## src/rtl/macc_loader.sv

```systemverilog
// Framed word-stream loader feeding the macc A/B/C matrix buffers.
// Optional trailing XOR checksum per frame: define MACC_LOADER_CKSUM_EN.
module macc_loader #(
    parameter int unsigned MAX_WORDS = 16
) (
    input  logic        clk,
    input  logic        rst_n,
    input  logic [31:0] in_data,
    input  logic        in_valid,
    output logic        in_ready,
    output logic [2:0]  wen,
    output logic [31:0] wdata,
    output logic        busy,
    output logic        done,
    output logic [1:0]  err,
    input  logic        err_clr
);

    typedef enum logic [1:0] {StIdle, StLoad, StCksum, StDone} state_e;

    localparam logic [15:0] LP_MAX_WORDS = 16'(MAX_WORDS);

    state_e      r_state, w_state_nxt;
    logic [15:0] r_cnt, w_cnt_nxt;
    logic [15:0] r_wcnt, w_wcnt_nxt;
    logic [1:0]  r_tgt, w_tgt_nxt;
    logic [2:0]  r_wen, w_wen_nxt;
    logic [31:0] r_wdata, w_wdata_nxt;
    logic [1:0]  r_err, w_err_nxt;
    logic [2:0]  w_tgt_onehot;
    logic        w_xfer;
`ifdef MACC_LOADER_CKSUM_EN
    logic [31:0] r_xor, w_xor_nxt;
`endif

    // in_ready is gated by rst_n so it reads 0 for the whole reset interval
    assign in_ready = rst_n & (r_state != StDone);
    assign w_xfer   = in_valid & in_ready;
    assign wen      = r_wen;
    assign wdata    = r_wdata;
    assign busy     = (r_state != StIdle);
    assign done     = (r_state == StDone);
    assign err      = r_err;

    always_comb begin
        w_tgt_onehot = 3'b000;
        case (r_tgt)
            2'b00:   w_tgt_onehot = 3'b100;
            2'b01:   w_tgt_onehot = 3'b010;
            2'b10:   w_tgt_onehot = 3'b001;
            default: w_tgt_onehot = 3'b000;
        endcase
    end

    always_comb begin
        w_state_nxt = r_state;
        w_cnt_nxt   = r_cnt;
        w_wcnt_nxt  = r_wcnt;
        w_tgt_nxt   = r_tgt;
        w_wen_nxt   = 3'b000;
        w_wdata_nxt = r_wdata;
        // Clear first so a same-cycle set event below wins
        w_err_nxt   = err_clr ? 2'b00 : r_err;
`ifdef MACC_LOADER_CKSUM_EN
        w_xor_nxt   = r_xor;
`endif
        case (r_state)
            StIdle: begin
                if (w_xfer) begin
                    w_tgt_nxt  = in_data[31:30];
                    w_cnt_nxt  = in_data[15:0];
                    w_wcnt_nxt = 16'd0;
`ifdef MACC_LOADER_CKSUM_EN
                    w_xor_nxt  = 32'd0;
`endif
                    if (in_data[31:30] == 2'b11) begin
                        w_err_nxt[0] = 1'b1;
                    end
                    w_state_nxt = (in_data[15:0] == 16'd0) ? StDone : StLoad;
                end
            end
            StLoad: begin
                if (w_xfer) begin
                    w_cnt_nxt = r_cnt - 16'd1;
`ifdef MACC_LOADER_CKSUM_EN
                    w_xor_nxt = r_xor ^ in_data;
`endif
                    if (r_wcnt < LP_MAX_WORDS) begin
                        if (w_tgt_onehot != 3'b000) begin
                            w_wen_nxt   = w_tgt_onehot;
                            w_wdata_nxt = in_data;
                            w_wcnt_nxt  = r_wcnt + 16'd1;
                        end
                    end else begin
                        w_err_nxt[0] = 1'b1;
                    end
                    if (r_cnt == 16'd1) begin
`ifdef MACC_LOADER_CKSUM_EN
                        w_state_nxt = StCksum;
`else
                        w_state_nxt = StDone;
`endif
                    end
                end
            end
            StCksum: begin
`ifdef MACC_LOADER_CKSUM_EN
                if (w_xfer) begin
                    if (in_data != r_xor) begin
                        w_err_nxt[1] = 1'b1;
                    end
                    w_state_nxt = StDone;
                end
`else
                w_state_nxt = StIdle;
`endif
            end
            StDone:  w_state_nxt = StIdle;
            default: w_state_nxt = StIdle;
        endcase
    end

    always_ff @(posedge clk or negedge rst_n) begin
        if (!rst_n) begin
            r_state <= StIdle;
            r_cnt   <= 16'd0;
            r_wcnt  <= 16'd0;
            r_tgt   <= 2'b00;
            r_wen   <= 3'b000;
            r_wdata <= 32'd0;
            r_err   <= 2'b00;
`ifdef MACC_LOADER_CKSUM_EN
            r_xor   <= 32'd0;
`endif
        end else begin
            r_state <= w_state_nxt;
            r_cnt   <= w_cnt_nxt;
            r_wcnt  <= w_wcnt_nxt;
            r_tgt   <= w_tgt_nxt;
            r_wen   <= w_wen_nxt;
            r_wdata <= w_wdata_nxt;
            r_err   <= w_err_nxt;
`ifdef MACC_LOADER_CKSUM_EN
            r_xor   <= w_xor_nxt;
`endif
        end
    end

endmodule

```

## config.mk

```make
export PLATFORM = sky130hd
export DESIGN_NAME = macc_loader
export DESIGN_NICKNAME = d
export VERILOG_FILES = /design/src/rtl/macc_loader.sv
export SDC_FILE = /design/constraint.sdc
export NUM_CORES = 1
export LEC_CHECK = 0
export CORE_MARGIN = 3
export CORE_UTILIZATION = 35
export CTS_BUF_LIST = sky130_fd_sc_hd__clkbuf_4
export CTS_CLUSTER_SIZE = 10
export DETAILED_ROUTE_END_ITERATION = 10
export PLACE_DENSITY = 0.62
export REMOVE_ABC_BUFFERS = 1
export SLEW_MARGIN = 10
export SYNTH_ARGS = -nofsm -noshare
export SYNTH_HDL_FRONTEND = slang
export SYNTH_SLANG_ARGS = --single-unit
```

## constraint.sdc

```tcl
create_clock -name clk -period 2.6 [get_ports clk]
set_input_delay 0.52 -clock clk [delete_from_list [all_inputs] [get_ports clk]]
set_output_delay 0.52 -clock clk [all_outputs]
set_load 0.02 [all_outputs]
```

==> reports/qor.csv <==
stage,metric,value,unit
outcome,status,finished clean,
routing,drc,0,
global_route,antenna_found_initial,0,
cells_and_area,finalInstanceArea,4172,um^2
sta,slew_headroom,57.85,%
cells_and_area,drive_gt1_share,14.88,%
routing,routed_wl,7433,um
cells_and_area,synthToLayoutAreaGrowth,32.14,%
yosys,netlist_area,3157,um^2
setup_path,critPathArrivalTime,1.82,ns
global_route,met2_usage,22.73,%
global_route,gr-usage-all-layers,15.45,%
clock_network,htree_num_levels,3,
global_route,grt_pass1_wl,12250,um
setup_path,slowest_stage,clkdlybuf4s50_1,
placed_design,placedInstanceArea,4049,um^2
yosys,ys_warn_count,0,
floorplanning,start_util,36.20,%
power,powerDensity,739.5,nW/um^2
yosys,yosysTopAreaCell,dfrtp_1,
global_route,grt_pass1_vias,2437,
power,leakagePower,0.001755,uW
clock_network,post_cts_buffers,0,
setup_path,start_kind,flip-flop,
floorplanning,io_pins,76,
sta,hold_viol_final,0,
clock_network,clk_latency,0.43,ns
routing,vias,2469,
clock_network,cts_made_buffers,9,
floorplanning,fp.dieH,101.0,um
sta,setup_tns,0,ns
clock_network,clock-sinks,72,
setup_path,path_max_fanout,15,
floorplanning,fp-row-count,34,
setup_path,r2r_cells,5,
sta,setup_viol,0,
sta,tightestPinTransition,0.6322,ns
clock_network,cts_root_buf,clkbuf_4,
setup_path,cp_num_buf_inv,3,
floorplanning,die_w,101.0,um
yosys,synth.distinct_cells,44,
routing,via_per_inst,5.242,
yosys,ys_ff_latch,72,
routing,post_drt_wl_per_cell,15.78,um
setup_path,r2r_slack,0.51,ns
placed_design,gp_congestion,0.7667,
sta,grt_setup_unrepaired,false,
flow_run,maxCapViolCount,0,
yosys,synth_area_per_cell,11.44,um^2
setup_path,worstSetupPathType,flip-flop to primary output,
global_route,grt-busiest-layer,met2,
power,vdd_drop_max,286.0,uV
clock_network,cts_hold_buf,0,
setup_path,crit_chain,buf_4 -> nor2_1 -> inv_1 -> clkdlybuf4s50_1,
cells_and_area,final_nets,397,
sta,skew,0.01707,ns
global_route,grt_max_degree,53,
clock_network,cts_tree,yes,
setup_path,endpoint_kind,primary output,
setup_path,critPathTopFamily,buffers and inverters,
clock_network,cts_resized,0,
setup_path,critical_path_required,2.08,ns
floorplanning,die-area,10190,um^2
routing,first_iter_violations,158,
routing,dr.pass1.iters,5,
clock_network,clk_pin_slew,0.13,ns
placed_design,dp_hpwl,5265,um
worst_hold_path,holdCritPathClass,input port to async pin,
yosys,yosysSeqAreaShare,57.07,%
sta,post-route-period-util,89.92,%
sta,fmax,0.4277,GHz
setup_path,max_stage_delay,0.55,ns
cells_and_area,post-route-util,47.83,%
cells_and_area,insertedDiodeCount,0,
setup_path,r2r-start,r_wcnt[11]$_DFFE_PN0P_,
global_route,grt-ovfl-total,0,
floorplanning,core,8721,um^2
sta,period_minus_slack,2.338,ns
sta,hold_ws,0.07750,ns
yosys,ys_top_cells_by_area,"dfrtp_1 (57%), mux2_2 (8.2%), mux2_1 (3.6%)",
yosys,synth_top_area_share,57.07,%
clock_network,clockBufferDepth,2,
yosys,syn_inst,276,
placed_design,port_buffers,74,
setup_path,r2r_end,wdata[17]$_DFFE_PN0P_,
global_route,use_met1,21.88,%
sta,slew_viol_final,0,
global_route,gr-usage-met3,3.668,%
routing,ant_nets,0,
==> stage by stage <==
stage          total power, uW  cells  setup WS [ns]
6_report                  3085    471         0.2622
5_1_grt                   3283    471         0.1776
4_1_cts                   3119    471         0.2562
3_5_place_dp              2478    455         0.1554
3_3_place_gp              2458    455         0.2229
2_1_floorplan             2033    263         0.4974
==> cell type report <==
class	instances	area [um^2]
clock buffers	9	67.56
clock inverters	7	55.05
fillers	796	4549
inverters	5	18.77
multi-input cells	186	1280
flip-flops and latches	72	1802
well taps	108	135.1
repair buffers	84	813.3
==> cell usage in the layout, fill, tap and decap left out, types with 3 or more instances in the layout <==
cell type,instances
a211oi_1,4
a21oi_1,9
a311oi_1,5
a31oi_1,6
and2_1,9
and3_1,3
buf_4,11
clkbuf_4,9
clkdlybuf4s50_1,73
clkinv_4,3
dfrtp_1,72
ha_1,3
inv_1,5
mux2_1,10
mux2_2,23
mux2i_1,3
nand2_1,17
nand3_1,7
nand4_1,5
nor2_1,25
nor3_1,10
nor3b_1,3
nor4_1,7
o21ai_0,7
o22ai_1,4
==> sequential cells by signal (all words and copies together), names as in the netlist <==
register and flops:
r_cnt 16, r_wcnt 16, r_tgt 2, wen 3, err 1, wdata 32
r_state 2
==> where the power goes <==
group          total (uW)  switching (uW)  internal, uW
clock                 635             431           204
combinational         946             457           489
sequential           1500             169          1330
total                3080            1060          2030
==> synthesized netlist by cell type <==
cell type / count
a31oi_1: 6
nor3b_1: 3
clkbuf_1: 9
o31ai_1: 1
mux2_1: 10
nor2_1: 25
and4_1: 1
nand2_1: 17
a222oi_1: 1
ha_1: 3
nand4_1: 5
and2_1: 9
a21o_1: 1
o21ai_0: 7
nand2b_1: 1
a211oi_1: 4
o41ai_1: 1
dfrtp_1: 72
conb_1: 1
mux2_2: 23
a21oi_1: 9
or4_1: 2
or2_2: 2
nor3_1: 10
or4_4: 1
nor2b_1: 2
buf_4: 1
xnor2_1: 2
a41o_1: 1
buf_2: 3
o211ai_1: 2
nor4_1: 7
or3_4: 1
o22ai_1: 4
and3_1: 3
inv_1: 5
a311oi_1: 5
or3_1: 1
and3b_1: 1
nor3_2: 1
nand3_1: 7
o32ai_1: 2
a2bb2oi_1: 1
mux2i_1: 3
==> kinds of logic (layout without fill, tap and decap cells) <==
logic type	Yosys count	in the layout	synth area share [%]
AOI/OAI and AO/OA	45	45	9.552
xor gates and xnor gates	2	2	0.5550
adders and majority gates	3	3	1.189
buffers and inverters	18	105	2.378
DFF	72	72	57.07
muxes	36	36	12.72
other	1	1	0.1188
and+or+nand+nor	99	99	16.41
==> worst max-delay path by stage <==
| stage | from | end | slack (ns) | cells after the start |
|---|---|---|---|---|
| 2_1_floorplan | r_state[0]$_DFFE_PN0P_ | wdata[0]$_DFFE_PN0P_ | 0.50 | 5 |
| 3_3_place_gp | in_valid | r_cnt[14]$_DFFE_PN0P_ | 0.22 | 6 |
| 3_5_place_dp | in_valid | r_cnt[14]$_DFFE_PN0P_ | 0.16 | 6 |
| 4_1_cts | r_state[0]$_DFFE_PN0P_ | busy | 0.26 | 4 |
| 5_1_grt | r_state[0]$_DFFE_PN0P_ | busy | 0.18 | 4 |
| 6_report | r_state[0]$_DFFE_PN0P_ | busy | 0.26 | 4 |
==> layer usage <==
| metal | vias up | part of all wire (%) |
|---|---|---|
| met5 | - | 0 |
| met4 | 0 | 1.7 |
| met3 | 13 | 5.6 |
| met2 | 73 | 44 |
| met1 | 1209 | 48 |
| li1 | 1174 | - |
No activity file was read; power rests on OpenSTA's default activity.
